[src/rtl/apb_arb_pkg.sv]
// rtl/apb_arb_pkg.sv - shared types and defaults for the APB request arbiter
package apb_arb_pkg;

  localparam int NUM_REQ_DEF     = 4;
  localparam int TIMEOUT_CYC_DEF = 16;
  localparam int ADDR_W          = 32;
  localparam int DATA_W          = 32;

  typedef enum logic [1:0] {
    ST_IDLE  = 2'd0,
    ST_ISSUE = 2'd1,
    ST_WAIT  = 2'd2,
    ST_RESP  = 2'd3
  } arb_state_e;

endpackage

[src/rtl/apb_req_arbiter_if.sv]
// rtl/apb_req_arbiter_if.sv - requester side and APB manager side signals of the arbiter
interface apb_req_arbiter_if #(
  parameter int NUM_REQ = apb_arb_pkg::NUM_REQ_DEF
);
  import apb_arb_pkg::*;

  // requester side
  logic [NUM_REQ-1:0]             req;
  logic [NUM_REQ-1:0]             req_write;
  logic [NUM_REQ-1:0][ADDR_W-1:0] req_addr;
  logic [NUM_REQ-1:0][DATA_W-1:0] req_wdata;
  logic [NUM_REQ-1:0]             ack;
  logic [DATA_W-1:0]              rsp_rdata;
  logic                           rsp_err;

  // APB manager side
  logic                           transfer;
  logic                           write;
  logic [ADDR_W-1:0]              addr;
  logic [DATA_W-1:0]              wdata;
  logic [DATA_W-1:0]              rdata;
  logic                           ready;

  modport master (
    input  req, req_write, req_addr, req_wdata, rdata, ready,
    output ack, rsp_rdata, rsp_err, transfer, write, addr, wdata
  );

  modport slave (
    output req, req_write, req_addr, req_wdata, rdata, ready,
    input  ack, rsp_rdata, rsp_err, transfer, write, addr, wdata
  );

endinterface

[src/rtl/rr_arbiter.sv]
// rtl/rr_arbiter.sv - combinational round-robin pick starting after the last grant
module rr_arbiter #(
  parameter int NUM_REQ = 4,
  parameter int IDX_W   = 2
) (
  input  logic [NUM_REQ-1:0] req,
  input  logic [IDX_W-1:0]   last_grant,
  output logic [IDX_W-1:0]   grant,
  output logic               grant_valid
);

  logic [IDX_W-1:0] cand;

  // walk from last_grant+1 around the ring and take the first active request
  always_comb begin
    grant       = '0;
    grant_valid = 1'b0;
    cand        = '0;
    for (int i = 1; i <= NUM_REQ; i++) begin
      cand = IDX_W'((int'(last_grant) + i) % NUM_REQ);
      if (!grant_valid && req[cand]) begin
        grant       = cand;
        grant_valid = 1'b1;
      end
    end
  end

endmodule

[src/rtl/apb_req_arbiter.sv]
// rtl/apb_req_arbiter.sv - shares one APB manager between NUM_REQ requesters, round-robin
module apb_req_arbiter
  import apb_arb_pkg::*;
#(
  parameter int NUM_REQ     = NUM_REQ_DEF,
  parameter int TIMEOUT_CYC = TIMEOUT_CYC_DEF
) (
  input  logic              PCLK,
  input  logic              PRESET,
  apb_req_arbiter_if.master bus
);

  localparam int IDX_W = (NUM_REQ > 1) ? $clog2(NUM_REQ) : 1;
  localparam int CNT_W = $clog2(TIMEOUT_CYC + 1);
  localparam logic [CNT_W-1:0] CNT_MAX  = CNT_W'(TIMEOUT_CYC);
  localparam logic [CNT_W-1:0] CNT_LAST = CNT_W'(TIMEOUT_CYC - 1);
  localparam logic [IDX_W-1:0] LAST_RST = IDX_W'(NUM_REQ - 1);

  arb_state_e         state, state_nxt;
  logic [IDX_W-1:0]   last_grant, gnt_idx, grant;
  logic               grant_valid;
  logic               timed_out;
  logic [CNT_W-1:0]   tmo_cnt;
  logic               write_q;
  logic [ADDR_W-1:0]  addr_q;
  logic [DATA_W-1:0]  wdata_q;
  logic [DATA_W-1:0]  rdata_q;
  logic               err_q;
  logic               transfer_c;
  logic [NUM_REQ-1:0] ack_c;

  rr_arbiter #(
    .NUM_REQ (NUM_REQ),
    .IDX_W   (IDX_W)
  ) u_rr (
    .req         (bus.req),
    .last_grant  (last_grant),
    .grant       (grant),
    .grant_valid (grant_valid)
  );

  // state register; reset abandons any transfer in flight without an ack
  always_ff @(posedge PCLK or negedge PRESET) begin
    if (!PRESET) state <= ST_IDLE;
    else         state <= state_nxt;
  end

  // next state plus the single-cycle transfer and ack strobes
  always_comb begin
    state_nxt  = state;
    transfer_c = 1'b0;
    ack_c      = '0;
    timed_out  = 1'b0;
    case (state)
      ST_IDLE:  if (grant_valid) state_nxt = ST_ISSUE;
      ST_ISSUE: begin
        transfer_c = 1'b1;
        state_nxt  = ST_WAIT;
      end
      ST_WAIT: begin
        if (bus.ready) begin
          state_nxt = ST_RESP;
        end else if (tmo_cnt >= CNT_LAST) begin
          timed_out = 1'b1;
          state_nxt = ST_RESP;
        end
      end
      ST_RESP: begin
        ack_c[gnt_idx] = 1'b1;
        state_nxt      = ST_IDLE;
      end
      default: state_nxt = ST_IDLE;
    endcase
  end

  // payload latch at grant, WAIT-cycle counter and response capture
  always_ff @(posedge PCLK or negedge PRESET) begin
    if (!PRESET) begin
      last_grant <= LAST_RST;
      gnt_idx    <= '0;
      write_q    <= 1'b0;
      addr_q     <= '0;
      wdata_q    <= '0;
      rdata_q    <= '0;
      err_q      <= 1'b0;
      tmo_cnt    <= '0;
    end else begin
      case (state)
        ST_IDLE: begin
          if (grant_valid) begin
            gnt_idx    <= grant;
            last_grant <= grant;
            write_q    <= bus.req_write[grant];
            addr_q     <= bus.req_addr[grant];
            wdata_q    <= bus.req_wdata[grant];
          end
        end
        ST_ISSUE: tmo_cnt <= '0;
        ST_WAIT: begin
          if (bus.ready) begin
            rdata_q <= bus.rdata;
            err_q   <= 1'b0;
          end else if (timed_out) begin
            rdata_q <= '0;
            err_q   <= 1'b1;
          end else if (tmo_cnt != CNT_MAX) begin
            tmo_cnt <= tmo_cnt + 1'b1;
          end
        end
        default: ;
      endcase
    end
  end

  assign bus.transfer  = transfer_c;
  assign bus.ack       = ack_c;
  assign bus.write     = write_q;
  assign bus.addr      = addr_q;
  assign bus.wdata     = wdata_q;
  assign bus.rsp_rdata = rdata_q;
  assign bus.rsp_err   = err_q;

endmodule

[src/flat_wrapper.sv]
// flat-port wrapper written by rule: the top's interface ports become plain ports
module apb_req_arbiter_flat import apb_arb_pkg::*;
#(
  parameter int NUM_REQ     = NUM_REQ_DEF,
  parameter int TIMEOUT_CYC = TIMEOUT_CYC_DEF
)
  (PCLK, PRESET, bus_req, bus_req_write, bus_req_addr, bus_req_wdata, bus_rdata, bus_ready, bus_ack, bus_rsp_rdata, bus_rsp_err, bus_transfer, bus_write, bus_addr, bus_wdata);
  apb_req_arbiter_if #(.NUM_REQ(NUM_REQ)) bus_i ();
  input  logic PCLK;
  input  logic PRESET;
  input wire logic [$bits(bus_i.req)-1:0] bus_req;
  input wire logic [$bits(bus_i.req_write)-1:0] bus_req_write;
  input wire logic [$bits(bus_i.req_addr)-1:0] bus_req_addr;
  input wire logic [$bits(bus_i.req_wdata)-1:0] bus_req_wdata;
  input wire logic [$bits(bus_i.rdata)-1:0] bus_rdata;
  input wire logic [$bits(bus_i.ready)-1:0] bus_ready;
  output wire logic [$bits(bus_i.ack)-1:0] bus_ack;
  output wire logic [$bits(bus_i.rsp_rdata)-1:0] bus_rsp_rdata;
  output wire logic [$bits(bus_i.rsp_err)-1:0] bus_rsp_err;
  output wire logic [$bits(bus_i.transfer)-1:0] bus_transfer;
  output wire logic [$bits(bus_i.write)-1:0] bus_write;
  output wire logic [$bits(bus_i.addr)-1:0] bus_addr;
  output wire logic [$bits(bus_i.wdata)-1:0] bus_wdata;
  assign bus_i.req = bus_req;
  assign bus_i.req_write = bus_req_write;
  assign bus_i.req_addr = bus_req_addr;
  assign bus_i.req_wdata = bus_req_wdata;
  assign bus_i.rdata = bus_rdata;
  assign bus_i.ready = bus_ready;
  assign bus_ack = bus_i.ack;
  assign bus_rsp_rdata = bus_i.rsp_rdata;
  assign bus_rsp_err = bus_i.rsp_err;
  assign bus_transfer = bus_i.transfer;
  assign bus_write = bus_i.write;
  assign bus_addr = bus_i.addr;
  assign bus_wdata = bus_i.wdata;
  apb_req_arbiter #(.NUM_REQ(NUM_REQ), .TIMEOUT_CYC(TIMEOUT_CYC)) u_core (.PCLK(PCLK), .PRESET(PRESET), .bus(bus_i));
endmodule
[config.mk]
export PLATFORM = sky130hd
export DESIGN_NAME = apb_req_arbiter_flat
export DESIGN_NICKNAME = d
export VERILOG_FILES = /design/src/rtl/apb_arb_pkg.sv /design/src/rtl/apb_req_arbiter_if.sv /design/src/rtl/rr_arbiter.sv /design/src/rtl/apb_req_arbiter.sv /design/src/flat_wrapper.sv
export SDC_FILE = /design/constraint.sdc
export NUM_CORES = 1
export LEC_CHECK = 0
export BUFFER_PORTS_ARGS = -buffer_cell sky130_fd_sc_hd__buf_2
export CORE_AREA = 2 2 154 156
export DETAILED_ROUTE_END_ITERATION = 10
export DIE_AREA = 0 0 156 158
export PLACE_DENSITY = 0.57
export SETUP_SLACK_MARGIN = 0.3
export SLEW_MARGIN = 25
export SYNTH_ARGS = -nofsm -noshare
export SYNTH_HDL_FRONTEND = slang
export SYNTH_SLANG_ARGS = --single-unit
[constraint.sdc]
create_clock -name PCLK -period 3.65 [get_ports PCLK]
set_clock_uncertainty 0.05 [all_clocks]
set_input_delay 0.5475 -clock PCLK [delete_from_list [all_inputs] [get_ports PCLK]]
set_output_delay 0.5475 -clock PCLK [all_outputs]
set_load 0.005 [all_outputs]
# ---- After elaboration in Yosys (flattened, before gate mapping)
# Index checks and enable logic that the tools add are counted.
dict set report classes {
  n_addsub 5
  reduce_logical 14
  muxes 41
  eq_ne 9
  order_cmp 8
}
# operator n
set op_table {}
lappend op_table {{binary-select mux 32 bit (select 2 bit)} 2}
lappend op_table {{2-to-1 mux 32 bit} 4}
lappend op_table {{less-than comparator 2 x 3 -> 1 bit, second input constant} 6}
lappend op_table {{2-to-1 mux 1 bit} 16}
lappend op_table {{2-to-1 mux 5 bit} 3}
lappend op_table {{2-to-1 mux 2 bit} 7}
lappend op_table {{binary-select mux 1 bit (select 2 bit)} 5}
lappend op_table {{one-hot mux 5 bit (2 select lines)} 1}
lappend op_table {{one-hot mux 2 bit (4 select lines)} 1}
lappend op_table {{AND reduction 2 bit} 3}
lappend op_table {{adder 5 x 1 -> 5 bit, second input constant} 1}
lappend op_table {{greater-or-equal comparator 5 x 4 -> 1 bit, second input constant} 1}
lappend op_table {{!= test 5 bit, second input constant} 1}
lappend op_table {{adder 2 x 1 -> 2 bit, second input constant} 2}
lappend op_table {{adder 2 bit, second input constant} 2}
lappend op_table {{== test 2 bit, second input constant} 2}
lappend op_table {{logical AND 1 bit} 4}
lappend op_table {{2-to-1 mux 4 bit} 1}
lappend op_table {{!= test 2 x 1 -> 1 bit, second input constant} 2}
lappend op_table {{!= test 2 bit, second input constant} 2}
lappend op_table {{AND reduction 4 bit} 1}
lappend op_table {{nonzero test 2 bit} 2}
lappend op_table {{logical NOT 1 bit} 3}
lappend op_table {{!= test 3 x 2 -> 1 bit, second input constant} 1}
lappend op_table {{4 further kinds} 4}
dict set report totals {
  word_cells 86
  register_bits 109
  in_bits 299
  output_inout_bits 103
}

# ---- Longest topological paths before layout
dict set report depth {
  word_depth 15
  ltp_mapped 9
  depth_no_buf 8
}

# ---- Cells and area by module
# A second synthesis with hierarchy kept.
dict set report unflattened {
  hier_cells 377
  hier_area_um2 5868.1
}
# module n_inst area_each_um2 cells_each seq_area_each_um2
set by_module_without_submodules {}
lappend by_module_without_submodules {apb_req_arbiter 1 5776.8 363 2730.1}
lappend by_module_without_submodules {rr_arbiter 1 91.3 14 0.0}

# ---- Worst setup path before layout
# No wires, ideal clock.
dict set report synth_timing {
  path_type {input to register}
  startpoint {in bus_req[3]}
  endpoint {reg u_core.wdata_q[11], in the netlist u_core.bus.wdata[11]}
  path_stages 6
  setup_slack_ns 1.633
  n_path_buf 2
  arrival_ns 1.834
  t_required_ns 3.467
  cell_sequence {or2_4 -> a221oi_4 -> buf_12 -> buf_8 -> mux2i_1 -> o221ai_2}
}
dict set report synth_via {
  elab_chain_len 14
}
# item line
set synth_rtl {}
lappend synth_rtl {{start, declared} flat_wrapper.sv:11} ;# input wire logic [$bits(bus_i.req)-1:0] bus_req;
lappend synth_rtl {{binary-select mux 1 bit (select 2 bit)} rr_arbiter.sv:21} ;# if (!grant_valid && req[cand]) begin
lappend synth_rtl {{2-to-1 mux 1 bit (implied by the code)} rr_arbiter.sv:21}
lappend synth_rtl {{2-to-1 mux 1 bit} rr_arbiter.sv:21}
lappend synth_rtl {{logical NOT 1 bit} rr_arbiter.sv:21}
lappend synth_rtl {{logical AND 1 bit} rr_arbiter.sv:21}
lappend synth_rtl {{2-to-1 mux 1 bit} rr_arbiter.sv:21}
lappend synth_rtl {{logical NOT 1 bit} rr_arbiter.sv:21}
lappend synth_rtl {{logical AND 1 bit} rr_arbiter.sv:21}
lappend synth_rtl {{2-to-1 mux 1 bit} rr_arbiter.sv:21}
lappend synth_rtl {{logical NOT 1 bit} rr_arbiter.sv:21}
lappend synth_rtl {{logical AND 1 bit} rr_arbiter.sv:21}
lappend synth_rtl {{2-to-1 mux 2 bit} rr_arbiter.sv:21}
lappend synth_rtl {{binary-select mux 32 bit (select 2 bit)} apb_req_arbiter.sv:95} ;# wdata_q <= bus.req_wdata[grant];
lappend synth_rtl {{2-to-1 mux 32 bit (implied by the code)} apb_req_arbiter.sv:95}
lappend synth_rtl {{end signal, assigned} apb_req_arbiter.sv:95}
lappend synth_rtl {{end, declared} apb_req_arbiter.sv:26} ;# logic [DATA_W-1:0] wdata_q;
# Several ways; a longest one is shown, not always the timed one. The select of a mux whose other input is x is not followed.
# A chain may end at the register's enable or synchronous reset.

# ---- Worst setup path in the final report
dict set report layout_timing {
  startpoint {reg u_core.last_grant[0]}
  endpoint {reg u_core.wdata_q[10], in the netlist u_core.bus.wdata[10]}
}
dict set report layout_via {
  elab_chain_len 15
}
# item line
set layout_rtl {}
lappend layout_rtl {{start, declared} apb_req_arbiter.sv:20} ;# logic [IDX_W-1:0] last_grant, gnt_idx, grant;
lappend layout_rtl {{start signal, assigned} apb_req_arbiter.sv:92} ;# last_grant <= grant;
lappend layout_rtl {{adder 2 x 1 -> 2 bit} rr_arbiter.sv:20} ;# cand = IDX_W'((int'(last_grant) + i) % NUM_REQ);
lappend layout_rtl {{binary-select mux 1 bit (select 2 bit)} rr_arbiter.sv:21}
lappend layout_rtl {{2-to-1 mux 1 bit (implied by the code)} rr_arbiter.sv:21}
lappend layout_rtl {{2-to-1 mux 1 bit} rr_arbiter.sv:21}
lappend layout_rtl {{logical NOT 1 bit} rr_arbiter.sv:21}
lappend layout_rtl {{logical AND 1 bit} rr_arbiter.sv:21}
lappend layout_rtl {{2-to-1 mux 1 bit} rr_arbiter.sv:21}
lappend layout_rtl {{logical NOT 1 bit} rr_arbiter.sv:21}
lappend layout_rtl {{logical AND 1 bit} rr_arbiter.sv:21}
lappend layout_rtl {{2-to-1 mux 1 bit} rr_arbiter.sv:21}
lappend layout_rtl {{logical NOT 1 bit} rr_arbiter.sv:21}
lappend layout_rtl {{logical AND 1 bit} rr_arbiter.sv:21}
lappend layout_rtl {{2-to-1 mux 2 bit} rr_arbiter.sv:21}
lappend layout_rtl {{binary-select mux 32 bit (select 2 bit)} apb_req_arbiter.sv:95}
lappend layout_rtl {{2-to-1 mux 32 bit (implied by the code)} apb_req_arbiter.sv:95}
# Several ways; a longest one is shown, not always the timed one. The select of a mux whose other input is x is not followed.

==> metrics.md <==
| Metric | Value |
|---|---|
| Share of cells above drive strength 1 | 0.535 |
| Initial DRC count | 207 |
| First-pass GRT wire length | 29,800 um |
| Largest family of logic cells by synthesized area | multiplexers |
| Worst Path Max Fanout | 75 |
| PortBufs | 401 |
| Synth Cell Area | 0.00626 mm^2 |
| FF-to-FF path depth | 6 |
| Die width | 156 um |
| Most common cell after layout, fill and taps aside | buf_2 |
| Minimum clock period | 2.42 ns |
| Count of final setup violators | 0 |
| Die Footprint | 0.0246 mm^2 |
| Final #Nets | 1,198 |
| Row count | 56 |
| Final period util | 0.663 |
| Total track usage | 0.155 |
| Non-filler instance count after layout | 1,187 |
| P per Cell Area | 761 mW/mm^2 |
| Critical Path RT | 3.82 ns |
| Final Max Slew Viols | 0 |
| DP Wirelength | 14,800 um |
| Fin Setup TNS | 0 ns |
| Status | complete, no violations |
| Inst Count DP | 1,171 |
| Clock insertion delay at the later pin of the skew report | 0.35 ns |
| Hold_ws | 0.149 ns |
| Leakage | 4.62 nW |
| Hold Path Class | in -> async |
| Antenna Cells | 0 |
| Reg2reg setup slack | 1.23 ns |
| Synth cell types | 41 |
| Syn Inst Count | 516 |
| Post-CTS setup buffer count | 0 |
| Initial Util | 0.272 |
| Peak supply drop | 397 uV |
| CP Capture Type | flop |
| Final worst slack | 1.23 ns |
| Core ar. | 0.0231 mm^2 |
| Most frequent cells in the layout | buf_2, mux2i_1, dfrtp_1 |
| Setup slack at placement | 1.06 ns |
| Total Routed Length | 20,000 um |
| Fill cells | 2,338 |
| Root Driver | clkbuf_16 |
| Placed cell area | 0.00838 mm^2 |
| Grt total ovfl | 0 |
| Initial antenna violation count | 0 |
| Post-synthesis mux area share | 0.211 |
| TritonCTS buffer count | 9 |
| Cts repair resizes | 0 |
| Antenna Violating Nets Remaining | 0 |
| Die Y | 158 um |
| Number of synthesized register bits | 109 |
| Crit path kind | reg -> reg |
| Clock slew at reported path FFs | 0.09 ns |
| # IOs | 402 |
| CTS tree | built |
| Power Total | 6.61 mW |
| Synth Area in XOR/XNOR | 0 |
| Htree depth | 3 |
| P&R area growth vs syn | 38.6% |
| RSZ-0062 raised after global routing | false |
| Area share of fa/ha/maj cells after synthesis | 0.0140 |
| Register area share after synthesis | 0.436 |
| Via count | 5,577 |
| Clk buf depth | 2 |
| Drt pass-1 iters | 4 |
| Critical Path Source Type | flop |
| Synth Area in Simple Gates | 0.0719 |
| Total of max-cap violations | 0 |
| Routed len/inst | 16.9 um |
| Number of global-route vias before repair | 5,592 |
| Final Instance Area | 0.00868 mm^2 |
| Hold Fails Final Rpt | 0 |
| Final RePlAce weighted congestion | 0.776 |
| Synth Area in Compound Gates | 0.200 |
| Arrival time of the worst setup path | 2.59 ns |
| Rel. slew slack | 0.472 |
| Final Util | 0.376 |
| Reg2reg start | u_core.last_grant[0]$_DFFE_PN1P_ |
| Synth Warn # | 0 |
| Hold_buf cts | 0 |
| Clk sinks | 109 |
| Peak Freq | 0.414 GHz |
| Post-DR vias/cell | 4.70 |
| Worst r2r dst | u_core.bus.wdata[10]$_DFFE_PN0P_ |
| Drt drc | 0 |
| Post-Syn Area per Cell | 12.1 um^2 |
| Post-Syn Nets | 822 |
| Largest net degree at the start of global routing | 76 |
| Slew @ Worst Pin | 0.791 ns |
-- worst max-delay path by stage --
stage / endpoint / cells after the start / slack (ns) / startpoint
2_1_floorplan: u_core.bus.wdata[11]$_DFFE_PN0P_ / 6 / 1.63 / bus_req[3]
3_3_place_gp: u_core.bus.addr[2]$_DFFE_PN0P_ / 6 / 1.07 / bus_req[3]
3_5_place_dp: u_core.bus.addr[2]$_DFFE_PN0P_ / 6 / 1.06 / bus_req[3]
4_1_cts: u_core.bus.addr[2]$_DFFE_PN0P_ / 6 / 1.24 / u_core.last_grant[0]$_DFFE_PN1P_
5_1_grt: u_core.bus.wdata[10]$_DFFE_PN0P_ / 6 / 1.14 / u_core.last_grant[0]$_DFFE_PN1P_
6_report: u_core.bus.wdata[10]$_DFFE_PN0P_ / 6 / 1.23 / u_core.last_grant[0]$_DFFE_PN1P_
-- sequential cells by signal, summed over array words and instances, names as in the netlist, 2 cells and up --
register,cells
u_core.tmo_cnt,5
u_core.last_grant,2
u_core.gnt_idx,2
u_core.bus.addr,32
u_core.bus.rsp_rdata,32
u_core.bus.wdata,32
u_core.state,2
-- per-layer routing --
layer,global-route usage,share of wire
met3,0.0402,0.079
met5,0,0
met2,0.280,0.51
met4,0.0328,0.0083
met1,0.185,0.41
-- cell type report --
cell class | instances | area (um^2) | share of cell area
clock buffers | 10 | 239 | 0.0275
repair buffers | 409 | 2130 | 0.246
multi-input cells | 356 | 3130 | 0.361
inverters | 7 | 26.3 | 0.00303
clock inverters | 6 | 57.6 | 0.00663
flip-flops and latches | 109 | 2730 | 0.315
well taps | 290 | 363 | 0.0418
-- cells by family (layout without fill, tap and decap cells) --
group	count (synthesis)	in the layout
AOI/OAI and AO/OA	115	115
adders and majority gates	7	7
buffers and inverters	51	432
DFF	109	109
muxes	132	132
and+or+nand+nor	102	102
-- where the power goes --
part | total (mW) | internal, mW | leakage, nW | switching, mW
Sequential | 2.14 | 1.80 | 1.35 | 0.341
Combinational | 3.45 | 1.64 | 3.12 | 1.81
Clock | 1.01 | 0.504 | 0.148 | 0.508
-- cell usage after synthesis (all sizes together) --
library cell	n	share of area
a21oi	4	0.0032
a221oi	1	0.0042
a22o	32	0.045
a31oi	1	0.0010
a32o	1	0.0016
and2	1	0.0010
and3	2	0.0020
and3b	1	0.0014
buf	29	0.051
clkbuf	15	0.011
dfrtp	107	0.43
dfstp	2	0.0084
ha	7	0.014
inv	7	0.0042
mux2	2	0.0036
mux2i	130	0.21
nand2	75	0.045
nand2b	5	0.0062
nand3	3	0.0024
nand4	1	0.0010
nand4b	1	0.0014
nor2	7	0.0042
nor2b	1	0.0010
nor3	1	0.0016
nor3b	2	0.0024
o211ai	1	0.0012
o21a	1	0.0012
o21ai	7	0.0056
o221ai	66	0.14
o22a	1	0.0014
or2	2	0.0024
-- worst max-delay path, cell delays in order (launching register included) --
cell,delay [ns]
dfstp_2,0.56
nand2b_1,0.13
o21ai_1,0.13
a221oi_4,0.36
buf_12,0.44
mux2i_1,0.38
o221ai_2,0.15
Power figures use the tool's default switching activity.
